### src/rtl/memory_arbiter_if.sv
// Requester and memory-side signal bundle for memory_arbiter.
// The slave modport is the arbiter's view; master is the requesters plus memory.
interface memory_arbiter_if #(
    parameter int DEPTH = 16,
    parameter int WIDTH = 8
);
    logic             p0_req;
    logic             p1_req;
    logic             p0_we;
    logic             p1_we;
    logic             p0_lock;
    logic             p1_lock;
    logic [DEPTH-1:0] p0_addr;
    logic [DEPTH-1:0] p1_addr;
    logic [WIDTH-1:0] p0_wdata;
    logic [WIDTH-1:0] p1_wdata;
    logic             p0_gnt;
    logic             p1_gnt;
    logic             p0_rvalid;
    logic             p1_rvalid;
    logic [WIDTH-1:0] p0_rdata;
    logic [WIDTH-1:0] p1_rdata;
    logic             mem_enable;
    logic             mem_wr_enable;
    logic [DEPTH-1:0] mem_address;
    logic [WIDTH-1:0] mem_wr_data;
    logic [WIDTH-1:0] mem_rd_data;

    modport slave (
        input  p0_req, p1_req, p0_we, p1_we, p0_lock, p1_lock,
        input  p0_addr, p1_addr, p0_wdata, p1_wdata, mem_rd_data,
        output p0_gnt, p1_gnt, p0_rvalid, p1_rvalid, p0_rdata, p1_rdata,
        output mem_enable, mem_wr_enable, mem_address, mem_wr_data
    );

    modport master (
        output p0_req, p1_req, p0_we, p1_we, p0_lock, p1_lock,
        output p0_addr, p1_addr, p0_wdata, p1_wdata, mem_rd_data,
        input  p0_gnt, p1_gnt, p0_rvalid, p1_rvalid, p0_rdata, p1_rdata,
        input  mem_enable, mem_wr_enable, mem_address, mem_wr_data
    );
endinterface

### src/rtl/memory_arbiter.sv
// Two-port arbiter in front of a single-port synchronous memory (1-cycle read latency).
// Define MEM_ARB_ROUND_ROBIN_EN for round-robin contention; default is fixed priority to port 0.
module memory_arbiter #(
    parameter int DEPTH = 16,
    parameter int WIDTH = 8
) (
    input  logic            clk,
    input  logic            resetn,
    memory_arbiter_if.slave bus
);
    typedef enum logic [1:0] {
        OWN_NONE = 2'd0,
        OWN_P0   = 2'd1,
        OWN_P1   = 2'd2
    } owner_e;

    owner_e           r_owner;
    owner_e           w_owner_next;
    logic             w_gnt0;
    logic             w_gnt1;
    logic             w_accept;
    logic             w_winner;
    logic             w_sel_we;
    logic             w_sel_lock;
    logic [DEPTH-1:0] w_sel_addr;
    logic [WIDTH-1:0] w_sel_wdata;
    logic             r_mem_enable;
    logic             r_mem_wr_enable;
    logic [DEPTH-1:0] r_mem_address;
    logic [WIDTH-1:0] r_mem_wr_data;
    logic             r_tag1_valid;
    logic             r_tag1_port;
    logic             r_tag2_valid;
    logic             r_tag2_port;
`ifdef MEM_ARB_ROUND_ROBIN_EN
    logic             r_rr_ptr;
`endif

    // Grant selection; grants are forced low while reset is held
    always_comb begin
        w_gnt0 = 1'b0;
        w_gnt1 = 1'b0;
        if (!resetn) begin
            w_gnt0 = 1'b0;
            w_gnt1 = 1'b0;
        end else if ((r_owner == OWN_P0) && bus.p0_req) begin
            w_gnt0 = 1'b1;
        end else if ((r_owner == OWN_P1) && bus.p1_req) begin
            w_gnt1 = 1'b1;
        end else if (bus.p0_req && bus.p1_req) begin
`ifdef MEM_ARB_ROUND_ROBIN_EN
            w_gnt0 = ~r_rr_ptr;
            w_gnt1 = r_rr_ptr;
`else
            w_gnt0 = 1'b1;
            w_gnt1 = 1'b0;
`endif
        end else begin
            w_gnt0 = bus.p0_req;
            w_gnt1 = bus.p1_req;
        end
    end

    assign w_accept    = w_gnt0 | w_gnt1;
    assign w_winner    = w_gnt1;
    assign w_sel_we    = w_winner ? bus.p1_we    : bus.p0_we;
    assign w_sel_lock  = w_winner ? bus.p1_lock  : bus.p0_lock;
    assign w_sel_addr  = w_winner ? bus.p1_addr  : bus.p0_addr;
    assign w_sel_wdata = w_winner ? bus.p1_wdata : bus.p0_wdata;

    // Ownership next state: only a locked accept keeps the bus, anything else releases it
    always_comb begin
        w_owner_next = OWN_NONE;
        if (w_accept && w_sel_lock) begin
            w_owner_next = w_winner ? OWN_P1 : OWN_P0;
        end else begin
            w_owner_next = OWN_NONE;
        end
    end

    // Ownership state register
    always_ff @(posedge clk or negedge resetn) begin
        if (!resetn) begin
            r_owner <= OWN_NONE;
        end else begin
            r_owner <= w_owner_next;
        end
    end

    // Registered memory drive; address and write data hold when idle
    always_ff @(posedge clk or negedge resetn) begin
        if (!resetn) begin
            r_mem_enable    <= 1'b0;
            r_mem_wr_enable <= 1'b0;
            r_mem_address   <= {DEPTH{1'b0}};
            r_mem_wr_data   <= {WIDTH{1'b0}};
        end else if (w_accept) begin
            r_mem_enable    <= 1'b1;
            r_mem_wr_enable <= w_sel_we;
            r_mem_address   <= w_sel_addr;
            r_mem_wr_data   <= w_sel_wdata;
        end else begin
            r_mem_enable    <= 1'b0;
            r_mem_wr_enable <= 1'b0;
        end
    end

    // Read-return tag pipe: stage 1 tracks the memory access, stage 2 the data return
    always_ff @(posedge clk or negedge resetn) begin
        if (!resetn) begin
            r_tag1_valid <= 1'b0;
            r_tag1_port  <= 1'b0;
            r_tag2_valid <= 1'b0;
            r_tag2_port  <= 1'b0;
        end else begin
            r_tag1_valid <= w_accept & ~w_sel_we;
            r_tag1_port  <= w_winner;
            r_tag2_valid <= r_tag1_valid;
            r_tag2_port  <= r_tag1_port;
        end
    end

`ifdef MEM_ARB_ROUND_ROBIN_EN
    // Round-robin pointer favours the loser of the most recent accept
    always_ff @(posedge clk or negedge resetn) begin
        if (!resetn) begin
            r_rr_ptr <= 1'b0;
        end else if (w_accept) begin
            r_rr_ptr <= ~w_winner;
        end else begin
            r_rr_ptr <= r_rr_ptr;
        end
    end
`endif

    assign bus.p0_gnt        = w_gnt0;
    assign bus.p1_gnt        = w_gnt1;
    assign bus.p0_rvalid     = r_tag2_valid & ~r_tag2_port;
    assign bus.p1_rvalid     = r_tag2_valid & r_tag2_port;
    assign bus.p0_rdata      = bus.mem_rd_data;
    assign bus.p1_rdata      = bus.mem_rd_data;
    assign bus.mem_enable    = r_mem_enable;
    assign bus.mem_wr_enable = r_mem_wr_enable;
    assign bus.mem_address   = r_mem_address;
    assign bus.mem_wr_data   = r_mem_wr_data;
endmodule
### src/flat_wrapper.sv
// flat-port wrapper written by rule: the top's interface ports become plain ports
module memory_arbiter_flat 
#(
    parameter int DEPTH = 16,
    parameter int WIDTH = 8
)
  (clk, resetn, bus_p0_req, bus_p1_req, bus_p0_we, bus_p1_we, bus_p0_lock, bus_p1_lock, bus_p0_addr, bus_p1_addr, bus_p0_wdata, bus_p1_wdata, bus_mem_rd_data, bus_p0_gnt, bus_p1_gnt, bus_p0_rvalid, bus_p1_rvalid, bus_p0_rdata, bus_p1_rdata, bus_mem_enable, bus_mem_wr_enable, bus_mem_address, bus_mem_wr_data);
  memory_arbiter_if #(.DEPTH(DEPTH), .WIDTH(WIDTH)) bus_i ();
  input  logic clk;
  input  logic resetn;
  input wire logic [$bits(bus_i.p0_req)-1:0] bus_p0_req;
  input wire logic [$bits(bus_i.p1_req)-1:0] bus_p1_req;
  input wire logic [$bits(bus_i.p0_we)-1:0] bus_p0_we;
  input wire logic [$bits(bus_i.p1_we)-1:0] bus_p1_we;
  input wire logic [$bits(bus_i.p0_lock)-1:0] bus_p0_lock;
  input wire logic [$bits(bus_i.p1_lock)-1:0] bus_p1_lock;
  input wire logic [$bits(bus_i.p0_addr)-1:0] bus_p0_addr;
  input wire logic [$bits(bus_i.p1_addr)-1:0] bus_p1_addr;
  input wire logic [$bits(bus_i.p0_wdata)-1:0] bus_p0_wdata;
  input wire logic [$bits(bus_i.p1_wdata)-1:0] bus_p1_wdata;
  input wire logic [$bits(bus_i.mem_rd_data)-1:0] bus_mem_rd_data;
  output wire logic [$bits(bus_i.p0_gnt)-1:0] bus_p0_gnt;
  output wire logic [$bits(bus_i.p1_gnt)-1:0] bus_p1_gnt;
  output wire logic [$bits(bus_i.p0_rvalid)-1:0] bus_p0_rvalid;
  output wire logic [$bits(bus_i.p1_rvalid)-1:0] bus_p1_rvalid;
  output wire logic [$bits(bus_i.p0_rdata)-1:0] bus_p0_rdata;
  output wire logic [$bits(bus_i.p1_rdata)-1:0] bus_p1_rdata;
  output wire logic [$bits(bus_i.mem_enable)-1:0] bus_mem_enable;
  output wire logic [$bits(bus_i.mem_wr_enable)-1:0] bus_mem_wr_enable;
  output wire logic [$bits(bus_i.mem_address)-1:0] bus_mem_address;
  output wire logic [$bits(bus_i.mem_wr_data)-1:0] bus_mem_wr_data;
  assign bus_i.p0_req = bus_p0_req;
  assign bus_i.p1_req = bus_p1_req;
  assign bus_i.p0_we = bus_p0_we;
  assign bus_i.p1_we = bus_p1_we;
  assign bus_i.p0_lock = bus_p0_lock;
  assign bus_i.p1_lock = bus_p1_lock;
  assign bus_i.p0_addr = bus_p0_addr;
  assign bus_i.p1_addr = bus_p1_addr;
  assign bus_i.p0_wdata = bus_p0_wdata;
  assign bus_i.p1_wdata = bus_p1_wdata;
  assign bus_i.mem_rd_data = bus_mem_rd_data;
  assign bus_p0_gnt = bus_i.p0_gnt;
  assign bus_p1_gnt = bus_i.p1_gnt;
  assign bus_p0_rvalid = bus_i.p0_rvalid;
  assign bus_p1_rvalid = bus_i.p1_rvalid;
  assign bus_p0_rdata = bus_i.p0_rdata;
  assign bus_p1_rdata = bus_i.p1_rdata;
  assign bus_mem_enable = bus_i.mem_enable;
  assign bus_mem_wr_enable = bus_i.mem_wr_enable;
  assign bus_mem_address = bus_i.mem_address;
  assign bus_mem_wr_data = bus_i.mem_wr_data;
  memory_arbiter #(.DEPTH(DEPTH), .WIDTH(WIDTH)) u_core (.clk(clk), .resetn(resetn), .bus(bus_i));
endmodule
### config.mk
export PLATFORM = sky130hd
export DESIGN_NAME = memory_arbiter_flat
export DESIGN_NICKNAME = d
export VERILOG_FILES = /design/src/rtl/memory_arbiter_if.sv /design/src/rtl/memory_arbiter.sv /design/src/flat_wrapper.sv
export SDC_FILE = /design/constraint.sdc
export NUM_CORES = 1
export LEC_CHECK = 0
export CAP_MARGIN = 5
export CORE_MARGIN = 4
export CORE_UTILIZATION = 38
export CTS_CLUSTER_DIAMETER = 200
export DETAILED_ROUTE_END_ITERATION = 16
export PLACE_DENSITY = 0.82
export SLEW_MARGIN = 20
export SYNTH_ARGS = -nofsm -noshare
export SYNTH_HDL_FRONTEND = slang
export SYNTH_SLANG_ARGS = --single-unit
### constraint.sdc
create_clock -name clk -period 3.6 [get_ports clk]
set_clock_uncertainty 0.1 [all_clocks]
set_input_delay 0.72 -clock clk [delete_from_list [all_inputs] [get_ports clk]]
set_output_delay 0.72 -clock clk [all_outputs]
set_load 0.005 [all_outputs]
==> summary.md, run 1 <==
| Metric | Value |
|---|---|
| Inserted Clock Buffers | `5` |
| Worst Tran Pin Value | `0.4566 ns` |
| # IOs | `110` |
| Share of cells above drive strength 1 | `0.1464` |
| Hold Crit Class | `primary input to async pin` |
| WP data arrival | `2.05 ns` |
| Sw Share | `0.2534` |
| Status | `finished clean` |
| Sequential Power Share | `0.461` |
| Initial core utilization | `0.3944` |
| Combinational share of power | `0.267` |
| Drt pass-1 iters | `6` |
| Die X | `between 70 and 80 um` |
| Synth top area share | `0.5075` |
| DRC Markers | `0` |
| Max Slew Vio Count | `0` |
| Crit path kind | `primary input to output pin` |
| EDFF count, synth | `0` |
| Vias | `1386` |
| Syn_nets | `between 200 and 250` |
| Period utilization | `0.7967` |
| Largest net degree at the start of global routing | `28` |
| Clk slew on worst S/H paths | `0.06 ns` |
| CTS root buffer | `clkbuf_8` |
| H-tree levels | `2` |
| Clock sink count | `32` |
| Area leader, netlist | `dfrtp_1` |
| YS warnings | `0` |
| Detailed Route WL | `4.182 mm` |
| Top FF cell, synth | `dfrtp_1` |
| Bufs on Longest Clock Path | `2` |
| Via density | `~4.8` |
| Final setup margin | `0.7318 ns` |
| Total GRT Usage | `0.1665` |
| First-pass GRT wire length | `between 6 and 7 mm` |
| Grt total ovfl | `0` |
| Synthesis-stage register bit count | `32` |
| Routability congestion estimate | `0.7565` |
| Antenna viol nets, final | `0` |
| Worst IR drop on VDD | `0.2005 mV` |
| Avg Cell Area, Syn | `9.448 um2` |
| CTS tree | `yes` |
| Netlist cell types | `17` |
| Final Setup Violations | `0` |
| Iteration-0 DRC count of the detailed router | `50` |
| Top-count cell post-synth | `dfrtp_1` |
| Cell internal pwr | `0.6816 mW` |
| Type of origin of the critical path | `primary input` |
| Post-DP HPWL | `3.028 mm` |
| Fin util | `0.6046` |
| CP endpoint kind | `output pin` |
| Placed Cells | `282` |
| Non-filler cells, final | `289` |
| Initial antenna violation count | `0` |
| Layout area overhead | `53.29%` |
| Syn Inst Count | `167` |
| RSZ-0062 raised after global routing | `no` |
| Area of the core | `4000 um2` |
| Max frequency | `348.6 MHz` |
| Slew headroom | `0.6951` |
| Synth area leaders | `dfrtp_1 51%, a21oi_2 10%, a21oi_1 9.8%, buf_4 9.5%, nand2_1 5.9%` |
| Vias in the first global route | `1457` |
| PnR Total Power | `0.9130 mW` |
| Resize count post-CTS | `0` |
| Max Cap Viol | `0` |
| Port Buffers | `85` |
| Top post-synthesis cells by count | `32 x dfrtp_1, 31 x a21oi_1, 25 x nand2_1, 25 x nor2_1, 20 x buf_4` |
| Final #Nets | `303` |
| Leak Pwr | `1.025 nW` |
| DIE AREA | `5247 um2` |
| Ys async rst share | `1.000` |
| Place WS | `0.7243 ns` |
| Register area share after synthesis | `0.5075` |
| PwrDens | `377.5 nW/um2` |
| Post-CTS Setup Inserts | `0` |
| Diodes inserted | `0` |
| Mapped Area | `1578 um2` |
| Detail-routed net length per standard cell | `14.47 um` |
| Die Y | `approximately 72 um` |
| # hold bufs at CTS | `0` |
| Worst path required time | `roughly 2.8 ns` |
| Post-route cell area | `2419 um2` |
| Net Sw Power | `0.2314 mW` |
| Final Critical Period | `about 2.9 ns` |
| Cell Rows | `23` |
| Hold Fails Final Rpt | `0` |
| Final hold slack | `0.2321 ns` |
| Crit path max fanout | `3` |
| Clock network fraction of design power | `0.272` |
| DP Area | `2341 um2` |
| Setup TNS | `0 ns` |
| Clk Latency, worst-skew pair | `0.27 ns` |
final timing paths:
kind,from,endpoint,slack (ns),depth (start not counted)
worst min-delay path,resetn,u_core.bus.mem_wr_data[4]$_DFFE_PN0P_,0.23,1
worst max-delay path,bus_p0_req,bus_p1_gnt,0.73,5
min in group clk,u_core.r_tag1_port$_DFF_PN0_,u_core.r_tag2_port$_DFF_PN0_,0.25,0
max in group asynchronous,resetn,u_core.bus.mem_wr_data[5]$_DFFE_PN0P_,2.54,2
worst max register to register,u_core.r_owner[0]$_DFF_PN0_,u_core.r_tag1_valid$_DFF_PN0_,1.93,6
worst min register to register,u_core.r_tag1_port$_DFF_PN0_,u_core.r_tag2_port$_DFF_PN0_,0.25,0
kinds of logic after synthesis:
| kind of cell | after synthesis | share of synthesized area |
|---|---|---|
| DFF | 32 | 0.5075 |
| buffers and inverters | 27 | 0.1245 |
| and+or+nand+nor | 56 | 0.1443 |
| muxes | 1 | 0.006344 |
| AOI/OAI and AO/OA | 51 | 0.2173 |
layer usage:
layer / vias to the layer above / share of wire / track usage
met5: - / 0 / 0
li1: 675 / - / -
met2: 61 / 0.50 / 0.2861
met3: 4 / 0.094 / 0.07341
met4: 0 / 0.0072 / 0.03279
met1: 646 / 0.40 / 0.1935
power groups by stage:
stage | registers [mW] | clock network [mW] | logic (mW)
after CTS | 0.421 | 0.257 | 0.249
after detailed placement | 0.427 | 0 | 0.247
after floorplan | 0.430 | 0 | 0.0904
after global routing | 0.426 | 0.271 | 0.266
after global placement | 0.425 | 0 | 0.242
final | 0.421 | 0.249 | 0.244
layout make-up:
type,count,area (um2)
Clock buffer,6,72.57
Clock inverter,1,5.005
Fill cell,351,1582
Inverter,3,13.76
Multi-Input combinational cell,108,588.1
Sequential cell,32,800.8
Tap cell,50,62.56
Timing Repair Buffer,89,875.8
layout by cell type, fill, tap and decap left out, drive strengths merged:
cell	count
and2	3
and3	1
clkbuf	6
o21ai	1
inv	3
nor2	25
nand2	25
buf	5
nor2b	2
a21oi	49
clkdlybuf4s50	84
o211ai	1
mux2i	1
dfrtp	32
clkinv	1
registers in the layout, summed over array words and instances (netlist names):
register                  flops
u_core.r_owner                2
u_core.r_tag1_port            1
u_core.r_tag2_valid           1
u_core.r_tag2_port            1
u_core.bus.mem_wr_enable      1
u_core.bus.mem_address       16
u_core.r_tag1_valid           1
u_core.bus.mem_wr_data        8
u_core.bus.mem_enable         1
worst max-delay path, stage by stage:
cell	delay, ns
clkdlybuf4s50_1	0.56
inv_2	0.07
o211ai_4	0.22
inv_4	0.04
clkdlybuf4s50_1	0.44
Note: power is estimated with default switching activity, not from simulation.
==> run 2: changes to the inputs <==
CORE_UTILIZATION = 32   (was 38)
PLACE_DENSITY = 0.73   (was 0.82)
clock period = 2.5 ns   (was 3.6 ns; I/O delays follow)
==> summary.md, run 2 (synthesis results as in run 1) <==
| Metric | Value |
|---|---|
| # hold bufs at CTS | `0` |
| Placed Cells | `302` |
| Worst IR drop on VDD | `0.2891 mV` |
| Largest net degree at the start of global routing | `28` |
| Final #Nets | `about 300` |
| End of the worst register-to-register path | `u_core.r_tag1_valid$_DFF_PN0_` |
| Cell Rows | `25` |
| Post-CTS Setup Inserts | `0` |
| Leak Pwr | `1.054 nW` |
| Max frequency | `417.7 MHz` |
| Final Setup Violations | `0` |
| Die Y | `78.22 um` |
| Initial core utilization | `0.3318` |
| Port Buffers | `between 80 and 90` |
| # IOs | `110` |
| Detail-routed net length per standard cell | `13.17 um` |
| CP endpoint kind | `output pin` |
| Max Cap Viol | `0` |
| Period utilization | `0.9576` |
| DRC Markers | `0` |
| Post-DP HPWL | `3.096 mm` |
| PwrDens | `573.2 nW/um2` |
| CP startpoint | `bus_p1_req` |
| RSZ-0062 raised after global routing | `no` |
| Initial antenna violation count | `0` |
| Hold Fails Final Rpt | `0` |
| WP data arrival | `between 1.5 and 2 ns` |
| CTS tree | `yes` |
| Grt total ovfl | `0` |
| Clock sink count | `32` |
| Share of cells above drive strength 1 | `0.1605` |
| Fin util | `0.5242` |
| Crit Reg-Reg Startpoint | `u_core.r_owner[0]$_DFF_PN0_` |
| Drt pass-1 iters | `2` |
| Slew headroom | `0.6848` |
| CTS root buffer | `clkbuf_8` |
| Flop-to-flop setup slack | `0.81 ns` |
| H-tree levels | `2` |
| Via density | `4.439` |
| Bufs on Longest Clock Path | `2` |
| Final setup margin | `0.1060 ns` |
| Total GRT Usage | `0.1340` |
| Setup TNS | `0 ns` |
| Place WS | `just under 0.09 ns` |
| Die X | `between 70 and 80 um` |
| Iteration-0 DRC count of the detailed router | `40` |
| Detailed Route WL | `between 4 and 5 mm` |
| Worst Setup EP | `bus_p1_gnt` |
| Type of origin of the critical path | `primary input` |
| Final Critical Period | `~2.4 ns` |
| Status | `finished clean` |
| Max reg flops | `16` |
| Area of the core | `around 4800 um2` |
| Most frequent cells in the layout | `84 x clkdlybuf4s50_1, 32 x dfrtp_1, 31 x a21oi_1, 25 x nand2_1, 25 x nor2_1` |
| Clk Latency, worst-skew pair | `0.28 ns` |
| DIE AREA | `6118 um2` |
| Worst path required time | `1.90 ns` |
| Crit path kind | `primary input to output pin` |
| Vias in the first global route | `between 1000 and 1500` |
| Vias | `1376` |
| Antenna viol nets, final | `0` |
| Resize count post-CTS | `0` |
| Crit path max fanout | `3` |
| Clk slew on worst S/H paths | `0.07 ns` |
| Inserted Clock Buffers | `5` |
| Commonest non-fill, non-tap cell in the layout | `clkdlybuf4s50_1` |
| Routability congestion estimate | `0.6787` |
| R2R depth | `6` |
| Layout area overhead | `57.97%` |
| Hold Crit Class | `primary input to async pin` |
| Diodes inserted | `0` |
| Max Slew Vio Count | `0` |
| First-pass GRT wire length | `about 6.4 mm` |
| Worst Tran Pin Value | `about 0.47 ns` |
| Non-filler cells, final | `310` |
## run 2: changes by cell type in the layout (fill, tap and decap cells not counted)
cell       delta
buf_4         +3
bufinv_16     +1
## run 2: worst min path at each step
stage | start | to | slack [ns] | cells past startpoint
5_1_grt | resetn | u_core.bus.mem_wr_data[5]$_DFFE_PN0P_ | 0.18 | 2
3_5_place_dp | u_core.r_tag1_port$_DFF_PN0_ | u_core.r_tag2_port$_DFF_PN0_ | 0.24 | 0
6_report | resetn | u_core.bus.mem_wr_data[5]$_DFFE_PN0P_ | 0.18 | 2
3_3_place_gp | u_core.r_tag1_port$_DFF_PN0_ | u_core.r_tag2_port$_DFF_PN0_ | 0.23 | 0
2_1_floorplan | resetn | u_core.bus.mem_address[0]$_DFFE_PN0P_ | 0.10 | 0
4_1_cts | resetn | u_core.bus.mem_wr_data[5]$_DFFE_PN0P_ | 0.18 | 2
## run 2: stage by stage
| stage | hold slack [ns] | area [um2] | power (mW) |
|---|---|---|---|
| 6_report | 0.1809 | 2492 | 1.429 |
| 5_1_grt | 0.1833 | 2492 | 1.508 |
| 3_3_place_gp | 0.2321 | 2385 | 0.9662 |
| 2_1_floorplan | 0.1044 | 1578 | 0.7488 |
| 4_1_cts | 0.1766 | 2492 | 1.456 |
| 3_5_place_dp | 0.2396 | 2385 | 0.9717 |
## run 2: final cells by class
cell class	count	area [um2]
fill	473	2262
timing repair buffer	92	898.4
sequential	32	800.8
multi-input combinational	108	588.1
tap	67	83.83
clock buffer	6	72.57
clock inverter	2	35.03
inverter	3	13.76
## run 2: layer usage
layer	share of wire	vias to the layer above	global-route usage
met2	0.52	43	0.2363
met5	0	-	0
met1	0.39	648	0.1521
met4	0.0069	0	0.03322
li1	-	681	-
met3	0.076	4	0.05161
## run 2: power breakdown
part           switching, mW  internal (mW)
combinational          0.131          0.220
clock                  0.178          0.295
sequential            0.0283          0.576
## run 2: critical path, stage by stage
cell and delay [ns]:
clkdlybuf4s50_1 0.59, o211ai_4 0.12, inv_4 0.07, clkdlybuf4s50_1 0.52
